--- src/rtl/serial_pattern_tx_pkg.sv ---
// Shared definitions for the serial pattern transmitter.
//   - State encoding for the transmit FSM (IDLE / SHIFT / ROTATE).
//   - Mode constants for the per-frame mode input.
package serial_pattern_tx_pkg;

    localparam logic [1:0] ST_IDLE   = 2'd0;
    localparam logic [1:0] ST_SHIFT  = 2'd1;
    localparam logic [1:0] ST_ROTATE = 2'd2;

    typedef enum logic [1:0] {
        IDLE   = ST_IDLE,
        SHIFT  = ST_SHIFT,
        ROTATE = ST_ROTATE
    } state_t;

    localparam logic MODE_ONESHOT = 1'b0;
    localparam logic MODE_ROTATE  = 1'b1;

endpackage

--- src/rtl/serial_pattern_tx_if.sv ---
// Control-side bundle of the serial pattern transmitter.
//   div        : half-bit period minus 1 (clk cycles), sampled at acceptance
//   mode       : 0 = one-shot frame, 1 = continuous rotation
//   load_valid : load_data is valid
//   load_data  : frame / pattern to send
//   load_ready : transmitter can accept a frame this cycle
//   stop       : in rotation, finish the current frame then go idle
//   busy       : transmitter is not idle
//   done       : one-cycle pulse at the end of every frame
// master = control logic, slave = transmitter.
interface serial_pattern_tx_if #(
    parameter int DATA_W = 8,
    parameter int DIV_W  = 8
) ();

    logic [DIV_W-1:0]  div;
    logic              mode;
    logic              load_valid;
    logic [DATA_W-1:0] load_data;
    logic              load_ready;
    logic              stop;
    logic              busy;
    logic              done;

    modport master (
        output div, mode, load_valid, load_data, stop,
        input  load_ready, busy, done
    );

    modport slave (
        input  div, mode, load_valid, load_data, stop,
        output load_ready, busy, done
    );

endinterface

--- src/rtl/serial_pattern_tx_clk_div_toggle.sv ---
// Programmable half-period divider producing a toggling serial clock.
//   clk, rst : system clock, asynchronous active-high reset
//   en       : count while high (transmitter active)
//   clr      : synchronous clear of counter and sck (has priority over en)
//   div      : half period minus 1, in clk cycles
//   sck      : divided clock, low after reset/clear
//   wrap     : counter reaches div this cycle, sck toggles on the next edge
//   fall     : wrap while sck is high, i.e. the next edge is a falling toggle
module clk_div_toggle #(
    parameter int DIV_W = 8
) (
    input  logic             clk,
    input  logic             rst,
    input  logic             en,
    input  logic             clr,
    input  logic [DIV_W-1:0] div,
    output logic             sck,
    output logic             wrap,
    output logic             fall
);

    logic [DIV_W-1:0] cnt_q;

    assign wrap = en && (cnt_q == div);
    assign fall = wrap && sck;

    // NOTE: state registers use non-blocking assignments so every flop
    // samples the pre-edge value of its neighbours.
    always_ff @(posedge clk or posedge rst) begin
        if (rst) begin
            cnt_q <= '0;
            sck   <= 1'b0;
        end else if (clr) begin
            cnt_q <= '0;
            sck   <= 1'b0;
        end else if (en) begin
            if (wrap) begin
                cnt_q <= '0;
                sck   <= ~sck;
            end else begin
                cnt_q <= cnt_q + 1'b1;
            end
        end
    end

endmodule

--- src/rtl/serial_pattern_tx.sv ---
// Loadable serial bit-stream generator (serial clock + data pin pair).
//   clk, rst : system clock, asynchronous active-high reset
//   bus      : control bundle (slave side): div, mode, load handshake,
//              stop, busy, done
//   sck      : serial clock, idle low; receiver samples on the rising edge
//   sdo      : serial data, only changes while sck is low
// One-shot mode sends a single frame; rotate mode repeats the loaded
// pattern until stop is seen, always finishing the frame in progress.
module serial_pattern_tx
    import serial_pattern_tx_pkg::*;
#(
    parameter int DATA_W    = 8,
    parameter int DIV_W     = 8,
    parameter bit LSB_FIRST = 1'b0
) (
    input  logic                  clk,
    input  logic                  rst,
    serial_pattern_tx_if.slave    bus,
    output logic                  sck,
    output logic                  sdo
);

    localparam int              BC_W     = $clog2(DATA_W);
    localparam logic [BC_W-1:0] LAST_BIT = BC_W'(DATA_W - 1);

    state_t            state_q, state_d;
    logic [DATA_W-1:0] shreg_q, shreg_next;
    logic [DIV_W-1:0]  div_q;
    logic [BC_W-1:0]   bit_cnt_q;
    logic              sdo_q, done_q, stop_q;
    logic              load_ready, accept, frame_end, stop_now;
    logic              wrap, fall, rot_in;

    function automatic logic first_bit(input logic [DATA_W-1:0] v);
        return LSB_FIRST ? v[0] : v[DATA_W-1];
    endfunction

    clk_div_toggle #(.DIV_W(DIV_W)) u_div (
        .clk  (clk),
        .rst  (rst),
        .en   (state_q != IDLE),
        .clr  (accept),
        .div  (div_q),
        .sck  (sck),
        .wrap (wrap),
        .fall (fall)
    );

    // Rotation feeds the outgoing bit back in, so after DATA_W shifts the
    // pattern is back where it started; one-shot frames shift in zeros.
    assign rot_in = (state_q == ROTATE);

    always_comb begin
        if (LSB_FIRST) begin
            shreg_next = {rot_in & shreg_q[0], shreg_q[DATA_W-1:1]};
        end else begin
            shreg_next = {shreg_q[DATA_W-2:0], rot_in & shreg_q[DATA_W-1]};
        end
    end

    always_ff @(posedge clk or posedge rst) begin
        if (rst) begin
            state_q <= IDLE;
        end else begin
            state_q <= state_d;
        end
    end

    // NOTE: every output of this block gets a default first, so no path
    // leaves a signal unassigned and no latch is inferred.
    always_comb begin
        state_d    = state_q;
        load_ready = 1'b0;
        case (state_q)
            IDLE:    load_ready = 1'b1;
            // Final cycle of a one-shot frame: the next edge is the last
            // falling toggle, so a new frame can start without a gap.
            SHIFT:   load_ready = wrap && sck && (bit_cnt_q == LAST_BIT);
            ROTATE:  load_ready = 1'b0;
            default: load_ready = 1'b0;
        endcase

        accept    = bus.load_valid && load_ready;
        frame_end = fall && (bit_cnt_q == LAST_BIT);
        // A stop arriving on the very edge that ends the frame still counts.
        stop_now  = (state_q == ROTATE) && (stop_q || bus.stop);

        if (accept) begin
            state_d = (bus.mode == MODE_ONESHOT) ? SHIFT : ROTATE;
        end else if (frame_end && ((state_q == SHIFT) || stop_now)) begin
            state_d = IDLE;
        end
    end

    always_ff @(posedge clk or posedge rst) begin
        if (rst) begin
            shreg_q   <= '0;
            div_q     <= '0;
            bit_cnt_q <= '0;
            sdo_q     <= 1'b0;
            done_q    <= 1'b0;
            stop_q    <= 1'b0;
        end else begin
            done_q <= frame_end;

            if (accept) begin
                shreg_q   <= bus.load_data;
                div_q     <= bus.div;
                bit_cnt_q <= '0;
                sdo_q     <= first_bit(bus.load_data);
            end else if (fall) begin
                if (state_d == IDLE) begin
                    bit_cnt_q <= '0;
                    sdo_q     <= 1'b0;
                end else begin
                    shreg_q   <= shreg_next;
                    sdo_q     <= first_bit(shreg_next);
                    bit_cnt_q <= frame_end ? '0 : bit_cnt_q + 1'b1;
                end
            end

            if (state_d == IDLE) begin
                stop_q <= 1'b0;
            end else if ((state_q == ROTATE) && bus.stop) begin
                stop_q <= 1'b1;
            end
        end
    end

    assign sdo            = sdo_q;
    assign bus.load_ready = load_ready;
    assign bus.busy       = (state_q != IDLE);
    assign bus.done       = done_q;

endmodule

--- src/flat_wrapper.sv ---
// flat-port wrapper written by rule: the top's interface ports become plain ports
module serial_pattern_tx_flat import serial_pattern_tx_pkg::*;
#(
    parameter int DATA_W    = 8,
    parameter int DIV_W     = 8,
    parameter bit LSB_FIRST = 1'b0
)
  (clk, rst, sck, sdo, bus_div, bus_mode, bus_load_valid, bus_load_data, bus_stop, bus_load_ready, bus_busy, bus_done);
  serial_pattern_tx_if #(.DATA_W(DATA_W), .DIV_W(DIV_W)) bus_i ();
  input  logic clk;
  input  logic rst;
  output logic sck;
  output logic sdo;
  input wire logic [$bits(bus_i.div)-1:0] bus_div;
  input wire logic [$bits(bus_i.mode)-1:0] bus_mode;
  input wire logic [$bits(bus_i.load_valid)-1:0] bus_load_valid;
  input wire logic [$bits(bus_i.load_data)-1:0] bus_load_data;
  input wire logic [$bits(bus_i.stop)-1:0] bus_stop;
  output wire logic [$bits(bus_i.load_ready)-1:0] bus_load_ready;
  output wire logic [$bits(bus_i.busy)-1:0] bus_busy;
  output wire logic [$bits(bus_i.done)-1:0] bus_done;
  assign bus_i.div = bus_div;
  assign bus_i.mode = bus_mode;
  assign bus_i.load_valid = bus_load_valid;
  assign bus_i.load_data = bus_load_data;
  assign bus_i.stop = bus_stop;
  assign bus_load_ready = bus_i.load_ready;
  assign bus_busy = bus_i.busy;
  assign bus_done = bus_i.done;
  serial_pattern_tx #(.DATA_W(DATA_W), .DIV_W(DIV_W), .LSB_FIRST(LSB_FIRST)) u_core (.clk(clk), .rst(rst), .bus(bus_i), .sck(sck), .sdo(sdo));
endmodule
--- config.mk ---
export PLATFORM = sky130hd
export DESIGN_NAME = serial_pattern_tx_flat
export DESIGN_NICKNAME = d
export VERILOG_FILES = /design/src/rtl/serial_pattern_tx_pkg.sv /design/src/rtl/serial_pattern_tx_if.sv /design/src/rtl/serial_pattern_tx_clk_div_toggle.sv /design/src/rtl/serial_pattern_tx.sv /design/src/flat_wrapper.sv
export SDC_FILE = /design/constraint.sdc
export NUM_CORES = 1
export LEC_CHECK = 0
export ABC_AREA = 1
export CAP_MARGIN = 20
export CORE_MARGIN = 2
export CORE_UTILIZATION = 41
export CTS_CLUSTER_SIZE = 30
export DETAILED_ROUTE_END_ITERATION = 8
export GPL_TIMING_DRIVEN = 0
export PLACE_DENSITY = 0.65
export SLEW_MARGIN = 20
export SYNTH_ARGS = -nofsm -noshare
export SYNTH_HDL_FRONTEND = slang
export SYNTH_SLANG_ARGS = --single-unit
--- constraint.sdc ---
create_clock -name clk -period 1.45 [get_ports clk]
set_input_delay 0.29 -clock clk [delete_from_list [all_inputs] [get_ports clk]]
set_output_delay 0.29 -clock clk [all_outputs]
set_load 0.005 [all_outputs]
## After elaboration in Yosys (flattened, before gate mapping)

Cells that the tools add are included.
W data, S select, Z words.

| storage, ports and cells | value |
|---|---|
| flip-flop bits (word level) | 33 |

| cells by class | value |
|---|---|
| add/sub/neg operators | 2 |
| multiplexer cells | 22 |
| bitwise logic cells | 2 |
| equal/unequal tests | 5 |
| reductions and logical operators | 18 |

Operator list:

| cell | count |
|---|---|
| $mux W8 | 6 |
| $mux W3 | 4 |
| $reduce_bool A2 Y1 | 5 |
| $add A8 B1 Y8 const B | 1 |
| $eq A8 B8 Y1 | 1 |
| $mux W1 | 8 |
| $logic_and A1 B1 Y1 | 7 |
| $mux W2 | 3 |
| $logic_not A2 Y1 | 2 |
| $reduce_and A2 Y1 | 2 |
| $add A3 B1 Y3 const B | 1 |
| $eq A3 B3 Y1 const B | 1 |
| $eq A2 B1 Y1 const B | 1 |
| $eq A2 B2 Y1 const B | 1 |
| $logic_or A1 B1 Y1 | 2 |
| $ne A2 B1 Y1 const B | 1 |
| $pmux W1 S2 | 1 |
| $and A1 B1 Y1 | 1 |
| $not A1 Y1 | 1 |

## Logic depth before layout (Yosys ltp)

| depth | value |
|---|---|
| depth after elaboration | 11 |
| depth in mapped cells | 14 |
| depth with buffers taken out | 13 |

## Hierarchy

Synthesis repeated with hierarchy kept, for this count alone.

| unflattened totals | value |
|---|---|
| cells, all modules | 270 |
| area, all modules | 1906.8 µm² |

By module, submodules not included:

| module | instances | area each (µm²) | seq. area each (µm²) | cells each |
|---|---|---|---|---|
| serial_pattern_tx | 1 | 1191.1 | 600.6 | 152 |
| clk_div_toggle | 1 | 715.7 | 225.2 | 118 |

## Least setup slack after synthesis

Ideal clock, no wire load.

| timing path | value |
|---|---|
| path kind | register to register |
| start point | register u_core.bit_cnt_q[0] |
| end point | register u_core.shreg_q[1] |
| clock period less this slack | 1.599 ns |
| path slack | -0.149 ns |
| setup time | 0.117 ns |
| arrival | 1.481 ns |
| cell stages (with the launch flop) | 12 |
| path buffers | 1 |
| path through | dfrtp_1 -> ha_1 -> ha_1 -> nand2_1 -> inv_1 -> nand4_4 -> nand2_4 -> nand2_4 -> nand3_4 -> buf_6 -> nand3_1 -> nand2_1 |

| between the ends | value |
|---|---|
| longest elaborated chain between the ends | 8 |

RTL lines:

| item | line | text |
|---|---|---|
| start: declaration | serial_pattern_tx.sv:29 | `logic [BC_W-1:0] bit_cnt_q;` |
| start signal: assignment | serial_pattern_tx.sv:118 | `bit_cnt_q <= frame_end ? '0 : bit_cnt_q + 1'b1;` |
| $eq A3 B3 Y1 * | serial_pattern_tx.sv:78, serial_pattern_tx.sv:84 |  |
| $logic_and A1 B1 Y1 * | serial_pattern_tx.sv:78, serial_pattern_tx.sv:84 |  |
| $pmux W1 S2 / $logic_and A1 B1 Y1 (equally long branches) | serial_pattern_tx.sv:74, serial_pattern_tx.sv:90 |  |
| $logic_and A1 B1 Y1 / $mux W2 (equally long branches) | serial_pattern_tx.sv:83, serial_pattern_tx.sv:90 |  |
| $mux W2 | serial_pattern_tx.sv:88 | `if (accept) begin` |
| $logic_not A2 Y1 | serial_pattern_tx.sv:112 | `if (state_d == IDLE) begin` |
| $ne A2 B1 Y1 (no source line) | n/a |  |
| $reduce_and A2 Y1 (no source line) | n/a |  |
| end signal: assignment | serial_pattern_tx.sv:107 | `shreg_q <= bus.load_data;` |
| end signal: assignment | serial_pattern_tx.sv:116 | `shreg_q <= shreg_next;` |
| end: declaration | serial_pattern_tx.sv:27 | `logic [DATA_W-1:0] shreg_q, shreg_next;` |

Every way passes the cells marked *; elsewhere a longest branch is shown, timed or not.
A chain may end at the register's enable or synchronous reset.

## Worst setup path in the final report

| timing path | value |
|---|---|
| start point | register u_core.u_div.cnt_q[1] |
| end point | register u_core.bit_cnt_q[0] |

| between the ends | value |
|---|---|
| longest elaborated chain between the ends | 11 |

RTL lines:

| item | line | text |
|---|---|---|
| start: declaration | serial_pattern_tx_clk_div_toggle.sv:22 | `logic [DIV_W-1:0] cnt_q;` |
| start signal: assignment | serial_pattern_tx_clk_div_toggle.sv:41 | `cnt_q <= cnt_q + 1'b1;` |
| $eq A8 B8 Y1 * | serial_pattern_tx_clk_div_toggle.sv:24 | `assign wrap = en && (cnt_q == div);` |
| $logic_and A1 B1 Y1 * | serial_pattern_tx_clk_div_toggle.sv:24 |  |
| $logic_and A1 B1 Y1 * | serial_pattern_tx_clk_div_toggle.sv:25, serial_pattern_tx.sv:78 |  |
| $logic_and A1 B1 Y1 | serial_pattern_tx.sv:78, serial_pattern_tx.sv:84 |  |
| $pmux W1 S2 / $logic_and A1 B1 Y1 (equally long branches) | serial_pattern_tx.sv:74, serial_pattern_tx.sv:90 |  |
| $logic_and A1 B1 Y1 / $mux W2 (equally long branches) | serial_pattern_tx.sv:83, serial_pattern_tx.sv:90 |  |
| $mux W2 | serial_pattern_tx.sv:88 |  |
| $logic_not A2 Y1 | serial_pattern_tx.sv:112 |  |
| $mux W3 | serial_pattern_tx.sv:112 |  |
| $mux W3 | serial_pattern_tx.sv:111 | `end else if (fall) begin` |
| $mux W3 | serial_pattern_tx.sv:106 | `if (accept) begin` |

Every way passes the cells marked *; elsewhere a longest branch is shown, timed or not. The select of a mux whose other input is x is not followed.

==> run summary <==
Final setup vio count: 34
Slew Limit Headroom: 0.535
Critical Path Source Type: flip-flop
Crit-path max FO: 10
CTS tree: built
Largest net degree at the start of global routing: 34
Port Buffers: 25
Max Fclk: 531 MHz
Clock sinks: 33
Critical path arrival: 2.11 ns
EDFF count, synth: 0
Placer Congestion: 0.776
Antenna violations before repair: 0
Die Width: 70.2 um
Vias in the first global route: 1723
Measured slew at the worst slew-check pin: 0.697 ns
Antenna Nets Post-Route: 0
Level count of the clock H-tree: 2
Area grow syn2layout: 45.7%
First-pass GRT wire length: 7.83 mm
Pwr Total: 2530 uW
Setup crit start: u_core.u_div.cnt_q[1]
Cell count after synthesis: 224
# rows: 24
Synth top area cells: dfrtp_1 (46%), nand2_1 (14%), nand3_1 (7.0%)
Critical path type: flip-flop to flip-flop
Status: complete, but fails checks
DP Wirelength: 2.76 mm
Drt pass-1 iters: 4
RSZ-0062 raised after global routing: yes
Total grt overflow: 0
Die Height: 70.2 um
Share of the synthesized area in the top cell type: 0.460
Static Leakage: 0.00131 uW
R2r startpoint: u_core.u_div.cnt_q[1]
Avg Cell Area, Syn: 8.02 sq um
Syn nets: 248
Setup TNS: -10.89 ns
Starting density of the core: 0.418
CTS buffer count: 5
Req. time, crit path: 1.68 ns
Ant. Diodes: 0
Clock Pin Slew Worst Setup and Hold Paths: 0.07 ns
Clk_lat worst skew: 0.29 ns
Seq/Total Area, Yosys: 0.460
Core area: 0.00429 sq mm
Hold buffer count at CTS: 0
Die Area: 0.00492 sq mm
Power per cell area: 967 mW/mm^2
Setup Skew: 0.00468 ns
Failing checks: negative setup slack
CTS max path bufs: 2
Synth top cells by count: nand2_1 (66), dfrtp_1 (33), nor2_1 (27)
Max Slew Vio Count: 0
Ys async rst share: 1.00
Final Hold Violating Endpoints: 0
Crit path capture type: flip-flop
Min Tclk post-route: 1.88 ns
Place WS: -0.636 ns
Hold WC Path Type: primary input to async pin
Maximum vdd ir drop: 433 uV
Final nets: 305
Routed WL: 4.72 mm
Mapped Area: 0.00180 sq mm
Overall Global Routing Usage: 0.205
Root Driver: clkbuf_8
Fillers: 389
Drt initial violations: 94
Post-synth top flop: dfrtp_1
Drt wl/cell: 14.2 um
Number of synthesized register bits: 33
I/O pin cnt: 26
Final period utilization: 1.30
Number of vias per cell: 4.97
Layout cells sized above 1: 0.331
Max Cap Violations: 0
Final worst-path setup slack: -0.435 ns
DR vias: 1654
DRC: 0
Synth warn: 0
Cell variety after synth: 28
Largest area contributor in the netlist: dfrtp_1
WHS: 0.427 ns
Count leader, synth: nand2_1
repair_timing:
item | 4_1_cts | 5_1_grt
setup buffers | 15 | 7
pin swaps | 12 | 23
gates cloned | 1 | 2
resized for setup | 32 | 30
setup endpoints to repair | 36 | 35
final timing paths:
path | to | slack, ns | cells past startpoint
worst max-delay path | u_core.bit_cnt_q[0] | -0.43 | 12
worst min-delay path | u_core.shreg_q[3] | 0.43 | 2
worst max register to register | u_core.bit_cnt_q[0] | -0.43 | 12
worst min register to register | u_core.shreg_q[2] | 0.48 | 2
max in group asynchronous | u_core.shreg_q[6] | 0.57 | 2
min in group clk | u_core.shreg_q[2] | 0.48 | 2
through the flow:
stage | std cells | util | area, sq um
finish | 333 | 0.609 | 2620
global route | 333 | 0.609 | 2620
CTS | 324 | 0.561 | 2410
detailed placement | 301 | 0.499 | 2140
global placement | 301 | 0.499 | 2140
floorplan | 224 | - | 1830
per-layer routing:
metal,global-route usage,wire length [um]
met4,0.0534,93
met2,0.357,2500
met1,0.250,1970
met3,0.0577,153
met5,0,0
critical path: stages, from the launching register on:
cell     delay (ns)
dfrtp_1        0.39
inv_2          0.06
nand2_1        0.06
nand2_1        0.06
nor2_2         0.11
nand2_2        0.08
buf_4          0.15
nor3b_4        0.27
nand2_2        0.17
nand2_8        0.14
buf_8          0.15
nand4_1        0.11
nand2_1        0.07
cells by family (layout without fill, tap and decap cells):
logic type | Yosys count | count (layout) | share of synthesized area
compound gates | 13 | 13 | 0.0376
xor+xnor | 7 | 7 | 0.0341
flops | 33 | 33 | 0.460
fa+ha+maj | 3 | 3 | 0.0209
simple gates | 137 | 138 | 0.363
buf+inv | 31 | 87 | 0.0843
cells in the final DEF (no fill, tap or decap), types with 4 or more instances in the layout:
master,Yosys,final
buf_8,0,4
nor2_2,1,8
nor2_1,27,19
inv_2,2,8
nand4_1,4,4
clkbuf_8,0,6
buf_4,1,21
buf_6,4,5
nand3_2,2,8
clkdlybuf4s50_1,0,20
dfrtp_1,33,33
nand2_2,2,13
xor2_1,7,7
nand3_1,25,19
inv_1,22,15
nand2_1,66,53
a21oi_1,6,6
power breakdown:
part / switching, uW / total (uW) / internal (uW)
clock: 332 / 708 / 376
combinational: 346 / 696 / 350
sequential: 106 / 1130 / 1020
total: 783 / 2530 / 1750
sequential cells by signal, summed over array words and instances (netlist names):
signal	flops
u_core.bit_cnt_q	3
u_core.div_q	8
u_core.stop_q	1
u_core.u_div.sck	1
u_core.shreg_q	8
u_core.sdo	1
u_core.bus.done	1
u_core.state_q	2
u_core.u_div.cnt_q	8
final cells by class:
class,count,area (sq um),share of cell area
Tap cell,52,65.1,0.0249
Sequential cell,33,826,0.316
Timing Repair Buffer,49,475,0.182
Inverter,24,92.6,0.0354
Clock buffer,7,86.3,0.0330
Buffer,7,78.8,0.0301
Multi-Input combinational cell,161,992,0.379
Note: power is estimated with default switching activity, not from simulation.
